===== config.mk =====
export PLATFORM = sky130hd
export DESIGN_NAME = semafor_monitor
export DESIGN_NICKNAME = d
export VERILOG_FILES = /design/src/rtl/semafor_monitor.sv
export SDC_FILE = /design/constraint.sdc
export NUM_CORES = 1
export LEC_CHECK = 0
export BUFFER_PORTS_ARGS = -buffer_cell sky130_fd_sc_hd__buf_2
export CAP_MARGIN = 10
export CORE_ASPECT_RATIO = 0.75
export CORE_UTILIZATION = 50
export DETAILED_ROUTE_END_ITERATION = 16
export GPL_TIMING_DRIVEN = 0
export PLACE_DENSITY_LB_ADDON = 0.3
export SYNTH_ARGS = -nofsm -noshare
export SYNTH_HDL_FRONTEND = slang
export SYNTH_SLANG_ARGS = --single-unit

===== constraint.sdc =====
create_clock -name clk -period 2.07 [get_ports clk]
set_input_delay 0.207 -clock clk [delete_from_list [all_inputs] [get_ports clk]]
set_output_delay 0.207 -clock clk [all_outputs]
set_load 0.03 [all_outputs]

===== src/rtl/semafor_monitor.sv =====
// +--------------------------------------------------------------------------+
// | semafor_monitor: passive lamp-bus checker for the two-head light ctrl    |
// | rev 1.0                                                                  |
// +--------------------------------------------------------------------------+
`default_nettype none

module semafor_monitor #(
  parameter int MIN_GREEN = 50,
  parameter int MAX_STUCK = 1000,
  parameter int CNT_W     = 16
) (
  input  logic             clk,
  input  logic             reset_n,
  input  logic [2:0]       RGB_A,
  input  logic [2:0]       RGB_B,
  input  logic             clr,
  output logic             err_conflict,
  output logic             err_seq,
  output logic             err_time,
  output logic             err_stuck,
  output logic [7:0]       err_cnt,
  output logic [CNT_W-1:0] green_len_a,
  output logic [CNT_W-1:0] green_len_b
);

  localparam logic [2:0]       RED       = 3'b100;
  localparam logic [2:0]       GREEN     = 3'b010;
  localparam logic [2:0]       YELLOW    = 3'b110;
  localparam logic [2:0]       OFF       = 3'b000;
  localparam logic [CNT_W-1:0] CNT_MAX   = '1;
  localparam logic [CNT_W-1:0] CNT_ONE   = CNT_W'(1);
  localparam logic [CNT_W-1:0] MIN_G     = CNT_W'(MIN_GREEN);
  localparam logic [CNT_W-1:0] STUCK_LIM = CNT_W'(MAX_STUCK);

  // index 0 is head A, index 1 is head B
  logic [1:0][2:0]       rgb_in;
  logic [1:0][2:0]       cur;
  logic [1:0][2:0]       prev;
  logic [1:0]            valid;
  logic [1:0]            prev_valid;
  logic [1:0]            track;
  logic [1:0][CNT_W-1:0] dwell;
  logic [1:0][CNT_W-1:0] stuck;
  logic [1:0][CNT_W-1:0] glen;

  logic [1:0] restart;
  logic [1:0] exit_green;
  logic [1:0] seq_ev;
  logic [1:0] time_ev;
  logic [1:0] stuck_ev;
  logic       conflict_ev;
  logic       any_ev;

  assign rgb_in = {RGB_B, RGB_A};

  function automatic logic legal_code(input logic [2:0] c);
    return (c == RED) || (c == GREEN) || (c == YELLOW) || (c == OFF);
  endfunction

  function automatic logic legal_step(input logic [2:0] p, input logic [2:0] c);
    return (p == c) ||
           (p == RED    && c == GREEN)  ||
           (p == GREEN  && c == YELLOW) ||
           (p == YELLOW && c == RED)    ||
           (p == YELLOW && c == OFF)    ||
           (p == OFF    && c == YELLOW) ||
           (p == OFF    && c == RED);
  endfunction

  always_comb begin
    restart    = '0;
    exit_green = '0;
    seq_ev     = '0;
    time_ev    = '0;
    stuck_ev   = '0;
    for (int h = 0; h < 2; h++) begin
      restart[h]    = !prev_valid[h] || (cur[h] != prev[h]);
      // a green first seen right after reset is a partial phase and is not measured
      exit_green[h] = prev_valid[h] && track[h] && (prev[h] == GREEN) && (cur[h] != GREEN);
      seq_ev[h]     = valid[h] && (!legal_code(cur[h]) ||
                      (prev_valid[h] && !legal_step(prev[h], cur[h])));
      time_ev[h]    = exit_green[h] && (dwell[h] < MIN_G);
      stuck_ev[h]   = (MAX_STUCK != 0) && valid[h] && !restart[h] &&
                      (stuck[h] == STUCK_LIM) && (stuck[h] != CNT_MAX);
    end
    conflict_ev = valid[0] && valid[1] &&
                  (((cur[0] == GREEN) && (cur[1] != RED)) ||
                   ((cur[1] == GREEN) && (cur[0] != RED)));
    any_ev = conflict_ev || (|seq_ev) || (|time_ev) || (|stuck_ev);
  end

  always_ff @(posedge clk or negedge reset_n) begin
    if (!reset_n) begin
      cur          <= '0;
      prev         <= '0;
      valid        <= '0;
      prev_valid   <= '0;
      track        <= '0;
      dwell        <= '0;
      stuck        <= '0;
      glen         <= '0;
      err_conflict <= 1'b0;
      err_seq      <= 1'b0;
      err_time     <= 1'b0;
      err_stuck    <= 1'b0;
      err_cnt      <= 8'd0;
    end else begin
      cur        <= rgb_in;
      prev       <= cur;
      valid      <= 2'b11;
      prev_valid <= valid;

      for (int h = 0; h < 2; h++) begin
        if (valid[h]) begin
          if (cur[h] == GREEN) begin
            if (restart[h]) begin
              dwell[h] <= CNT_ONE;
              track[h] <= prev_valid[h];
            end else if (dwell[h] != CNT_MAX) begin
              dwell[h] <= dwell[h] + CNT_ONE;
            end
          end
          if (exit_green[h]) begin
            glen[h] <= dwell[h];
          end
          if (restart[h]) begin
            stuck[h] <= CNT_ONE;
          end else if (stuck[h] != CNT_MAX) begin
            stuck[h] <= stuck[h] + CNT_ONE;
          end
        end
      end

      // an event in the clr cycle survives the clear
      if (clr) begin
        err_conflict <= conflict_ev;
        err_seq      <= |seq_ev;
        err_time     <= |time_ev;
        err_stuck    <= |stuck_ev;
        err_cnt      <= {7'd0, any_ev};
      end else begin
        err_conflict <= err_conflict | conflict_ev;
        err_seq      <= err_seq | (|seq_ev);
        err_time     <= err_time | (|time_ev);
        err_stuck    <= err_stuck | (|stuck_ev);
        if (any_ev && (err_cnt != 8'hFF)) begin
          err_cnt <= err_cnt + 8'd1;
        end
      end
    end
  end

  assign green_len_a = glen[0];
  assign green_len_b = glen[1];

endmodule

`default_nettype wire

==> out/results.ini <==
[layout]
areaGrowthSynthToFinish_pct = 34.8
final_layout_size_suffix_gt1_share_pct = 38.8
num-fill-cells = 746
final_common_cell = dfrtp_1
instances_no_fill = 851
multi_input_area_mm2 = 0.00312
ff_latch_area_mm2 = 0.00312
layout_common_cells = dfrtp_1 (113), nor2_1 (62), buf_2 (51)
nets = 698
num_antenna_cells = 0

[synth]
netlist_instances = 555
avgSynthCellArea_um2 = 10.6
yosysWarnings = 0
synth-seq-cells = 124
synth-main-ff-cell = dfrtp_1
syn_area_mm2 = 0.00589
async_reset_ff_share_pct = 100
synth_enable_flop_cells = 0
syn_nets = 571
synth.distinct_cells = 57
ys_seq_area_share_pct = 52.6

[grt]
grt_pass1_vias = 4405
gr-total-overflow = 0
grt_use_total_pct = 23.0
grt_pass1_wl_um = 21600
grt_max_degree = 64
antenna_found_initial = 0

[critical_path]
arrival_ns = 2.61
required_ns = 2.36
crit_fanout = 8
critPathLaunchType = register
endpoint_kind = register
critical_path_class = register to register

[routing]
ant_nets = 0
wl_per_cell_um = 18.1
drc = 0
vias = 4907
drtIter0Drc = 482
dr.pass1.iters = 6
via_per_inst = 5.77
drt-total-wl_um = 15400

[floorplan]
start_util_pct = 52.7
io_pins = 53
core_mm2 = 0.0112
fp.dieArea_mm2 = 0.0122
die_w_um = 127
rows = 33
fp.dieH_um = 96.0

[timing]
min_period_over_period_pct = 112
tns_ns = -3.04
max_freq_mhz = 431
rsz0062_at_grt = yes
setup_slack_ns = -0.251
tightest_slew_ns = 0.588
slew_violations = 0
finalHoldViolCount = 0
relSlewSlack_pct = 60.8
layout_min_cycle_time_ns = 2.32
finalSetupViolations = 31
fin_worst_skew_ns = 0.00979

[job]
drv_cap = 0

[clock_tree]
cts-root-buf = clkbuf_16
clk_path_buf_depth = 2
clk_pin_slew_worst_paths_ns = 0.06
cts_sinks = 124
clk_latency_ns = 0.41
htreeDepth = 4
numCtsBuffers = 17
cts_tree = done

[place]
io_buffers = 52
dp.cells = 765
place.gp.congestion = 0.835
hpwlAfterDp_um = 8520

[status]
violations = negative setup slack
status = finished, violations left

[pwr]
swShare_pct = 24.4
vdd_ir_drop_max_mv = 0.680
powerDensity_mw_per_mm2 = 747
switchingPower_mw = 1.45
p_int_mw = 4.49
power_leakage_nw = 3.66
clockPowerShare_pct = 47.9
combPwrFrac_pct = 8.7
p_seq_share_pct = 43.4

[min_path]
hold_class = primary input to register

[power groups by stage]
stage | sequential [mW] | clock (mW) | combinational (mW)
finish | 2.58 | 2.84 | 0.516
global route | 2.59 | 2.98 | 0.557
CTS | 2.57 | 2.86 | 0.456
detailed placement | 2.61 | 0 | 0.396
global placement | 2.60 | 0 | 0.377
floorplan | 2.65 | 0 | 0.195
[logic make-up after synthesis]
family	Yosys count	share of synthesized area, %
xor gates and xnor gates	52	7.73
DFF	124	52.6
other	1	0.0636
buffers and inverters	32	2.36
adders and majority gates	7	1.49
and+or+nand+nor	237	21.1
AOI/OAI and AO/OA	66	7.77
muxes	36	6.86
[worst paths after layout]
check / startpoint / end / slack (ns) / cells past startpoint
worst max register to register: dwell[10] / err_cnt[4] / -0.25 / 7
worst min register to register: valid[0] / prev_valid[0] / 0.40 / 0
max in group asynchronous: reset_n / prev[1] / 0.99 / 3
worst min-delay path: clr / err_cnt[5] / 0.19 / 3
worst max-delay path: dwell[10] / err_cnt[4] / -0.25 / 7
min in group asynchronous: reset_n / green_len_b[9] / 0.35 / 2
[repair_timing]
item	4_1_cts	5_1_grt
gates cloned	0	2
pin swaps	31	38
hold buffers	7	0
endpoints found under the setup margin	79	81
hold endpoints to repair	67	0
buffers inserted	22	29
resized for setup	61	78
[state kept, by name, indices dropped and copies added, names as in the netlist]
register / flops
dwell: 32
stuck: 32
green_len_a: 16
green_len_b: 16
err_cnt: 8
cur: 6
prev: 6
track: 2
err_conflict: 1
err_seq: 1
err_stuck: 1
err_time: 1
prev_valid: 1
valid: 1
[final cells by class]
class | count | area share (%)
Inverter | 14 | 0.661
Clock buffer | 18 | 5.53
Sequential cell | 124 | 39.2
Timing Repair Buffer | 112 | 10.1
Multi-Input combinational cell | 400 | 39.2
Buffer | 13 | 1.20
Clock inverter | 13 | 1.59
Tap cell | 157 | 2.47
[metal layers]
layer	vias up	wire (um)	GRT usage, %
met1	2446	6600	32.1
met3	44	738	4.61
met5	-	0	0
li1	2232	-	-
met2	185	7600	35.5
met4	0	467	9.72
[worst max-delay path, cell delays in order (launching register included)]
cell	delay [ns]
dfrtp_1	0.46
nor4_2	0.36
nand4_1	0.25
o32ai_4	0.36
nor2_4	0.09
and3_4	0.22
nor3_4	0.14
mux2_4	0.32
[synthesized netlist by cell type (2+ instances only)]
cell / number / area [um^2]
nand2_1: 42 / 158
nor4bb_1: 3 / 30.0
and4_1: 16 / 140
nor4_1: 6 / 37.5
o22a_1: 2 / 17.5
ha_1: 7 / 87.6
o21ai_0: 18 / 90.1
a31oi_1: 5 / 31.3
buf_2: 6 / 30.0
inv_1: 13 / 48.8
nor3_1: 14 / 70.1
or3_1: 13 / 81.3
nor4b_1: 2 / 17.5
xor2_1: 31 / 272
clkbuf_1: 10 / 37.5
nand2b_1: 2 / 12.5
a21oi_1: 18 / 90.1
o32ai_1: 2 / 17.5
o311a_1: 3 / 30.0
a21o_1: 3 / 22.5
mux2_2: 34 / 383
nor2_1: 68 / 255
nand4_1: 17 / 106
xnor2_1: 21 / 184
or3b_1: 3 / 26.3
and2_1: 7 / 43.8
o211ai_1: 2 / 15.0
nand3_1: 24 / 120
nor2b_1: 3 / 18.8
and3_1: 10 / 62.6
dfrtp_1: 124 / 3100
[per-stage QoR]
stage | utilization, % | hold WS, ns | area [um^2] | setup WS, ns | power [mW]
6_report | 71.0 | 0.190 | 7950 | -0.251 | 5.94
3_5_place_dp | 57.2 | 0.229 | 6400 | -0.456 | 3.00
3_3_place_gp | 56.9 | 0.316 | 6370 | -0.716 | 2.98
4_1_cts | 66.3 | 0.181 | 7420 | -0.114 | 5.89
2_1_floorplan | - | -0.0886 | 5910 | -0.0165 | 2.84
5_1_grt | 71.0 | 0.220 | 7950 | -0.317 | 6.12
Note: power is estimated with default switching activity, not from simulation.
